<file path="src/rtl/iddr_ctl_pkg.sv">
// Shared types and constants for the IDDR lane alignment controller.
package iddr_ctl_pkg;

    localparam int unsigned SlipCntW = 4;

    typedef enum logic [2:0] {
        StHold,
        StFill,
        StSearch,
        StSlip,
        StVerify,
        StLocked
    } state_e;

endpackage

</file>
<file path="src/rtl/iddr_gearbox.sv">
// 2:WORD_W gearbox: history shift register, word phase counter and bit-slip offset mux.
module iddr_gearbox
    import iddr_ctl_pkg::*;
#(
    parameter int unsigned WORD_W = 8
) (
    input  logic              clk,
    input  logic              rst,
    input  logic              ce,
    input  logic              q1,
    input  logic              q2,
    input  logic              slip,
    output logic [WORD_W-1:0] word,
    output logic              strobe,
    output logic              wrap
);

    localparam int unsigned HistW  = 2 * WORD_W;
    localparam int unsigned PhaseW = $clog2(WORD_W / 2);
    localparam int unsigned OffW   = $clog2(WORD_W);
    localparam logic [PhaseW-1:0] PhaseLast = PhaseW'(WORD_W / 2 - 1);
    localparam logic [OffW-1:0]   OffLast   = OffW'(WORD_W - 1);

    logic [HistW-1:0]  hist_q;
    logic [HistW-1:0]  hist_shift;
    logic [PhaseW-1:0] phase_q;
    logic [OffW-1:0]   offset_q;

    // Word and strobe see this edge's incoming pair, so compare on the shifted value.
    assign hist_shift = {hist_q[HistW-3:0], q1, q2};
    assign word       = hist_shift[offset_q +: WORD_W];
    assign strobe     = ce && (phase_q == PhaseLast);
    assign wrap       = slip && (offset_q == OffLast);

    always_ff @(posedge clk or posedge rst) begin
        if (rst) begin
            hist_q   <= '0;
            phase_q  <= '0;
            offset_q <= '0;
        end else begin
            if (ce) begin
                hist_q  <= hist_shift;
                phase_q <= strobe ? '0 : phase_q + 1'b1;
            end
            if (slip) begin
                offset_q <= wrap ? '0 : offset_q + 1'b1;
            end
        end
    end

endmodule

</file>
<file path="src/rtl/iddr_word_aligner.sv">
// IDDR lane sequencer: holds the IDDR in reset, then bit-slips the word boundary
// until the training pattern is seen MATCH_COUNT times in a row.
module iddr_word_aligner
    import iddr_ctl_pkg::*;
#(
    parameter int unsigned       WORD_W        = 8,
    parameter logic [WORD_W-1:0] TRAIN_PATTERN = 8'hB4,
    parameter int unsigned       MATCH_COUNT   = 4,
    parameter int unsigned       HOLD_CYCLES   = 8,
    parameter int unsigned       SETTLE_WORDS  = 2
) (
    input  logic                C,
    input  logic                R,
    input  logic                Q1,
    input  logic                Q2,
    input  logic                RETRAIN,
    output logic                IDDR_CE,
    output logic                IDDR_R,
    output logic [WORD_W-1:0]   DATA,
    output logic                DATA_VALID,
    output logic                LOCKED,
    output logic                TRAIN_FAIL,
    output logic [SlipCntW-1:0] SLIP_CNT
);

    localparam int unsigned HoldW   = $clog2(HOLD_CYCLES + 1);
    localparam int unsigned SettleW = $clog2(SETTLE_WORDS + 1);
    localparam int unsigned MatchW  = $clog2(MATCH_COUNT + 1);
    localparam logic [HoldW-1:0]   HoldLast   = HoldW'(HOLD_CYCLES - 1);
    localparam logic [SettleW-1:0] SettleLast = SettleW'(SETTLE_WORDS - 1);
    localparam logic [MatchW-1:0]  MatchLast  = MatchW'(MATCH_COUNT - 1);

    state_e              state_q;
    logic [HoldW-1:0]    hold_cnt_q;
    logic [SettleW-1:0]  settle_cnt_q;
    logic [MatchW-1:0]   match_cnt_q;
    logic                slip_q;
    logic [WORD_W-1:0]   word;
    logic                strobe;
    logic                slip_wrap;
    logic                retrain_go;
    logic                slip_fire;

    assign retrain_go = RETRAIN && (state_q != StHold);
    // A retrain cancels a pending slip so the offset is left untouched.
    assign slip_fire  = slip_q && !retrain_go;

    iddr_gearbox #(
        .WORD_W(WORD_W)
    ) u_gearbox (
        .clk    (C),
        .rst    (R),
        .ce     (IDDR_CE),
        .q1     (Q1),
        .q2     (Q2),
        .slip   (slip_fire),
        .word   (word),
        .strobe (strobe),
        .wrap   (slip_wrap)
    );

    always_ff @(posedge C or posedge R) begin
        if (R) begin
            state_q      <= StHold;
            hold_cnt_q   <= '0;
            settle_cnt_q <= '0;
            match_cnt_q  <= '0;
            slip_q       <= 1'b0;
            IDDR_R       <= 1'b1;
            IDDR_CE      <= 1'b0;
            DATA         <= '0;
            DATA_VALID   <= 1'b0;
            LOCKED       <= 1'b0;
            TRAIN_FAIL   <= 1'b0;
            SLIP_CNT     <= '0;
        end else begin
            DATA_VALID <= 1'b0;
            slip_q     <= 1'b0;
            if (slip_fire) begin
                if (SLIP_CNT != '1) SLIP_CNT <= SLIP_CNT + 1'b1;
                if (slip_wrap) TRAIN_FAIL <= 1'b1;
            end
            if (retrain_go) begin
                state_q      <= StSearch;
                LOCKED       <= 1'b0;
                TRAIN_FAIL   <= 1'b0;
                SLIP_CNT     <= '0;
                match_cnt_q  <= '0;
                settle_cnt_q <= '0;
            end else begin
                unique case (state_q)
                    StHold: begin
                        if (hold_cnt_q == HoldLast) begin
                            state_q    <= StFill;
                            hold_cnt_q <= '0;
                            IDDR_R     <= 1'b0;
                            IDDR_CE    <= 1'b1;
                        end else begin
                            hold_cnt_q <= hold_cnt_q + 1'b1;
                        end
                    end
                    StFill, StSlip: begin
                        if (strobe) begin
                            if (settle_cnt_q == SettleLast) begin
                                state_q      <= StSearch;
                                settle_cnt_q <= '0;
                            end else begin
                                settle_cnt_q <= settle_cnt_q + 1'b1;
                            end
                        end
                    end
                    StSearch, StVerify: begin
                        if (strobe) begin
                            if (word != TRAIN_PATTERN) begin
                                state_q      <= StSlip;
                                slip_q       <= 1'b1;
                                settle_cnt_q <= '0;
                                match_cnt_q  <= '0;
                            end else if ((state_q == StSearch && MATCH_COUNT == 1) ||
                                         (state_q == StVerify && match_cnt_q == MatchLast)) begin
                                state_q <= StLocked;
                                LOCKED  <= 1'b1;
                            end else if (state_q == StSearch) begin
                                state_q     <= StVerify;
                                match_cnt_q <= MatchW'(1);
                            end else begin
                                match_cnt_q <= match_cnt_q + 1'b1;
                            end
                        end
                    end
                    StLocked: begin
                        if (strobe) begin
                            DATA       <= word;
                            DATA_VALID <= 1'b1;
                        end
                    end
                    default: state_q <= StHold;
                endcase
            end
        end
    end

endmodule
</file>
<file path="config.mk">
export PLATFORM = sky130hd
export DESIGN_NAME = iddr_word_aligner
export DESIGN_NICKNAME = d
export VERILOG_FILES = /design/src/rtl/iddr_ctl_pkg.sv /design/src/rtl/iddr_gearbox.sv /design/src/rtl/iddr_word_aligner.sv
export SDC_FILE = /design/constraint.sdc
export NUM_CORES = 1
export LEC_CHECK = 0
export BUFFER_PORTS_ARGS = -buffer_cell sky130_fd_sc_hd__buf_2
export CELL_PAD_IN_SITES_DETAIL_PLACEMENT = 1
export CELL_PAD_IN_SITES_GLOBAL_PLACEMENT = 2
export CORE_MARGIN = 4
export CORE_UTILIZATION = 35
export DETAILED_ROUTE_END_ITERATION = 8
export PLACE_DENSITY = 0.78
export SETUP_SLACK_MARGIN = 0.4
export SLEW_MARGIN = 20
export SYNTH_ARGS = -nofsm -noshare
export SYNTH_HDL_FRONTEND = slang
export SYNTH_SLANG_ARGS = --single-unit
</file>
<file path="constraint.sdc">
create_clock -name C -period 2.5 [get_ports C]
set_input_delay 0 -clock C [delete_from_list [all_inputs] [get_ports C]]
set_output_delay 0 -clock C [all_outputs]
set_load 0.01 [all_outputs]
</file>
Word-level counts from Yosys, hierarchy flattened
Cells that the tools add are included.

Word-level logic and storage cells: 112. Output and inout bits: 17. Input port bits: 5. Register bits: 49.

$add $sub $neg: 6. Reduce and logical (&&, ||, !) cells: 26. Eq/ne operators: 21. Multiplexer cells: 42. Shift-type cells: 1. Bitwise logic cells: 1.

Operators by type and width (number): $mux W3 (15); $mux W4 (4); $shiftx A16 B4 Y8 (1); $mux W1 (15); $mux W2 (6); $ne A3 B3 Y1 const B (4); $pmux W3 S4 (1); $reduce_bool A2 Y1 (6); $eq A3 B2 Y1 const B (3); $eq A3 B3 Y1 const B (3); $reduce_and A3 Y1 (3); $add A4 B1 Y4 const B (2); $ne A8 B8 Y1 const B (1); $reduce_and A4 Y1 (2); $add A3 B1 Y3 const B (2); $ne A3 B2 Y1 const B (2); $reduce_and A2 Y1 (3); $reduce_and A6 Y1 (1); $reduce_bool A3 Y1 (2); $logic_and A1 B1 Y1 (5); $ne A5 B5 Y1 const B (1); $add A2 B1 Y2 const B (2); $eq A4 B3 Y1 const B (1); $ne A2 B2 Y1 const B (2); other kinds (9) (10).

Longest topological paths before layout
Depth after elaboration: 8. Gate-level depth with buffers: 10. Depth with buffers taken out: 8.

By module
Synthesis repeated with hierarchy kept, for this count alone.

Cells, all modules: 241. Area total of the unflattened synthesis: 2672.6 um^2.

Modules (own cells, without submodules): iddr_word_aligner (instances 1, seq. area each 752.0 um^2, cells an instance 148, area each 1562.7 um^2); iddr_gearbox (instances 1, seq. area each 450.4 um^2, cells an instance 93, area each 1109.8 um^2).

Worst setup path before layout
No wires, ideal clock.

Path type: register -> register. Start: reg u_gearbox.offset_q[1]. End: reg state_q[0]. Path buffers: 4. Stages on the path, launching flop included: 9. Library setup time: 121 ps. Path slack: 503 ps. Data arrival time: 1876 ps. Period minus slack after synthesis: 1997 ps. Path through: dfrtp_1 -> buf_6 -> buf_12 -> buf_12 -> o311a_4 -> a2111oi_4 -> buf_6 -> nand3_1 -> a22o_1.

Cells in the longest elaborated chain, start to end: 6.

Ends and longest elaborated chain: start: declaration (line iddr_gearbox.sv:27) `logic [OffW-1:0] offset_q;`; start signal: assignment (line iddr_gearbox.sv:46) `offset_q <= wrap ? '0 : offset_q + 1'b1;`; $shiftx A16 B4 Y8 * (line iddr_gearbox.sv:31) `assign word = hist_shift[offset_q +: WORD_W];`; $ne A8 B8 Y1 * (line iddr_word_aligner.sv:114) `if (word != TRAIN_PATTERN) begin`; $mux W3 (line iddr_word_aligner.sv:114); $mux W3 (line iddr_word_aligner.sv:113) `if (strobe) begin`; $pmux W3 S4 (line iddr_word_aligner.sv:91) `unique case (state_q)`; $mux W3 (line iddr_word_aligner.sv:83) `if (retrain_go) begin`; end signal: assignment (line iddr_word_aligner.sv:84) `state_q <= StSearch;`; end signal: assignment (line iddr_word_aligner.sv:94) `state_q <= StFill;`; end signal: assignment (line iddr_word_aligner.sv:115) `state_q <= StSlip;`; end: declaration (line iddr_word_aligner.sv:33) `state_e state_q;`.

Mark *: on every way between the ends. The rest lies on a longest branch, timed or not. The select of a mux whose other input is x is not followed. A chain may end at the register's enable or synchronous reset.

Worst setup path in the final report
Ends and elaborated chain as after synthesis.

==> impl_metrics.env <==
export IMPL_finClkSkew_ns=0.0110
export IMPL_switchingPower_w=0.000335
export IMPL_die_w_um=99.5
export IMPL_clk_latency_ns=0.30
export IMPL_ys_seq_elements=48
export IMPL_maxCapViolations=0
export IMPL_arrival_ns=2.28
export IMPL_rows=33
export IMPL_cts_tree="yes"
export IMPL_p_int_w=0.00111
export IMPL_routedWlPerCell_um=16.2
export IMPL_worst_pin_slew_ns=0.845
export IMPL_cts_root_buf="clkbuf_8"
export IMPL_crit_required_ns=2.69
export IMPL_start_util_pct=35.8
export IMPL_port_buffer_count=21
export IMPL_period_share_pct=83.4
export IMPL_die_y_um=99.5
export IMPL_n_antenna_cell=0
export IMPL_nNetsFinal=343
export IMPL_seqPwrFrac_pct=54.5
export IMPL_run_status="finished clean"
export IMPL_grt_pass1_wl_mm=11.9
export IMPL_peakVddDrop_uv=209
export IMPL_layout_min_cycle_time_ns=2.09
export IMPL_gp_routability_congestion=0.838
export IMPL_rsz0062_at_grt="yes"
export IMPL_netlist_area_um2=2930
export IMPL_htreeDepth=2
export IMPL_setup_viol=0
export IMPL_cts_buffers=5
export IMPL_routed_via_density=5.33
export IMPL_ios=22
export IMPL_synth_seq_area_share_pct=41.1
export IMPL_clk_path_buf_depth=2
export IMPL_avgSynthCellArea_um2=9.79
export IMPL_dieArea_um2=9890
export IMPL_crit_type="register to register"
export IMPL_cts_sinks=48
export IMPL_drcViolationCount=0
export IMPL_grt_max_degree=49
export IMPL_clk_pin_slew_ns=0.09
export IMPL_switching_share_pct=23.1
export IMPL_ys_warn_count=0
export IMPL_synth_edf_count=0
export IMPL_setup_tns_ns=0
export IMPL_dr_pass1_iters=4
export IMPL_fp_coreArea_um2=8180
export IMPL_drive_gt1_share_pct=28.6
export IMPL_syn_inst=299
export IMPL_grt_total_usage_pct=14.9
export IMPL_first_global_vias=2446
export IMPL_synthToLayoutAreaGrowth_pct=15.9
export IMPL_p_leak_nw=1.56
export IMPL_crit_path_start_kind="register"
export IMPL_fin_hold_ws_ns=0.254
export IMPL_slew_headroom_pct=43.6
export IMPL_powerDensity_nw_per_um2=426
export IMPL_final_antenna_net_count=0
export IMPL_drv_slew=0
export IMPL_yosysUniqueCellTypes=48
export IMPL_antenna_found_initial=0
export IMPL_cp_max_fo=10
export IMPL_hold_viol=0
export IMPL_pwr_share_comb_pct=6.8
export IMPL_async_flop_share_pct=100
export IMPL_place_hpwl_mm=5.07
export IMPL_wl_mm=7.09
export IMPL_via_count=2331
export IMPL_drt_iter0_drc=106
export IMPL_grt_overflow=0
export IMPL_power_frac_clock_pct=38.7
export IMPL_cp_end_kind="register"
export IMPL_hp_class="input pin to register"
export IMPL_synthFlopType="dfrtp_1"
export IMPL_fmax_mhz=480
export IMPL_syn_num_nets=311
what timing repair did:
| item | CTS | global route |
|---|---|---|
| buffers inserted | 3 | 4 |
| pin swaps | 0 | 1 |
| endpoints found under the setup margin | 11 | 14 |
| hold endpoints to repair | 49 | 0 |
| resized for setup | 6 | 11 |
| hold buffers | 3 | 0 |
placed cells by master (no fill, tap or decap), drive strengths merged, types with 6 or more instances in the layout:
cell type,instances
buf,39
nor3,10
clkbuf,6
inv,8
mux2i,15
nand2,29
a21oi,14
nor2,31
dfrtp,47
o21ai,13
nand2b,7
ha,7
nand3,19
a211oi,6
mux2,22
critical path, stage by stage (launching register included):
cell	delay (ns)
dfrtp_4	0.55
buf_4	0.18
o32a_2	0.36
a22o_1	0.21
a2111oi_4	0.22
buf_6	0.19
nand3_1	0.07
a22o_1	0.20
state kept, by name, summed over array words and instances (netlist names):
signal              count
match_cnt_q             3
LOCKED                  1
u_gearbox.hist_q       13
settle_cnt_q            2
u_gearbox.offset_q      3
IDDR_R                  1
SLIP_CNT                4
TRAIN_FAIL              1
DATA_VALID              1
state_q                 3
DATA                    8
hold_cnt_q              4
IDDR_CE                 1
u_gearbox.phase_q       2
slip_q                  1
kinds of logic (layout without fill, tap and decap cells):
family	after synthesis	count (layout)	synth area share, %
multiplexers	40	40	15.9
XOR/XNOR	5	5	1.50
flip-flops	48	48	41.1
AND/OR/NAND/NOR	119	119	19.7
AO/OA/AOI/OAI	54	54	13.1
buffers and inverters	26	59	5.77
adder cells (fa/ha/maj)	7	7	2.99
worst paths after layout:
check                                       from  slack (ns)  depth (start not counted)                    end
min in group asynchronous                      R        0.39                          3             DATA_VALID
max in group asynchronous                      R        1.52                          3  u_gearbox.offset_q[1]
setup reg to reg           u_gearbox.offset_q[1]        0.41                          7             state_q[0]
hold / removal                           RETRAIN        0.25                          3             state_q[1]
setup / recovery           u_gearbox.offset_q[1]        0.41                          7             state_q[0]
hold reg to reg                          DATA[0]        0.48                          2                DATA[0]
per-layer routing:
metal | GRT usage (%) | vias to the layer above | part of all wire (%)
met5 | 0 | - | 0
met4 | 4.20 | 0 | 1.5
met3 | 2.81 | 9 | 3.4
met2 | 24.0 | 39 | 48
met1 | 20.4 | 1150 | 47
li1 | - | 1133 | -
Yosys cell counts (3+ instances only):
library cell,n,area [µm²]
clkbuf_1,8,30.0
nor3_1,10,50.1
o21ai_0,11,55.1
dfrtp_1,47,1180
nand3b_1,3,22.5
and3_1,5,31.3
a31oi_1,5,31.3
mux4_2,3,67.6
xnor2_1,3,26.3
nand3_1,19,95.1
nand2_1,29,109
ha_1,7,87.6
nor2_1,31,116
mux2_2,22,248
a21oi_1,14,70.1
nand2b_1,7,43.8
mux2i_1,15,150
nand4_1,3,18.8
a21o_1,5,37.5
a211oi_1,6,45.0
inv_1,9,33.8
area by class of cell:
cell class / instances / area [µm²]
inverter: 9 / 35.0
clock buffer: 6 / 72.6
multi-input combinational: 225 / 1630
fill: 953 / 4780
tap: 105 / 131
timing repair buffer: 42 / 287
clock inverter: 2 / 35.0
sequential: 48 / 1210
power by group through the flow:
stage          Clock (W)  Combinational (W)  Sequential [W]
6_report        0.000559          0.0000980        0.000789
5_1_grt         0.000614           0.000111        0.000789
4_1_cts         0.000581          0.0000952        0.000788
3_5_place_dp           0          0.0000909        0.000803
3_3_place_gp           0          0.0000900        0.000802
2_1_floorplan          0          0.0000677        0.000798
through the flow:
step / cells / setup slack, ns / instance area (µm²) / util, % / total power (W)
after floorplan: 299 / 0.503 / 2930 / - / 0.000866
after global placement: 419 / 0.195 / 3110 / 38.1 / 0.000892
after detailed placement: 419 / 0.130 / 3110 / 38.1 / 0.000894
after CTS: 433 / 0.398 / 3300 / 40.4 / 0.00146
after global routing: 437 / 0.335 / 3390 / 41.5 / 0.00151
final: 437 / 0.415 / 3390 / 41.5 / 0.00145
No activity file was read; power rests on OpenSTA's default activity.
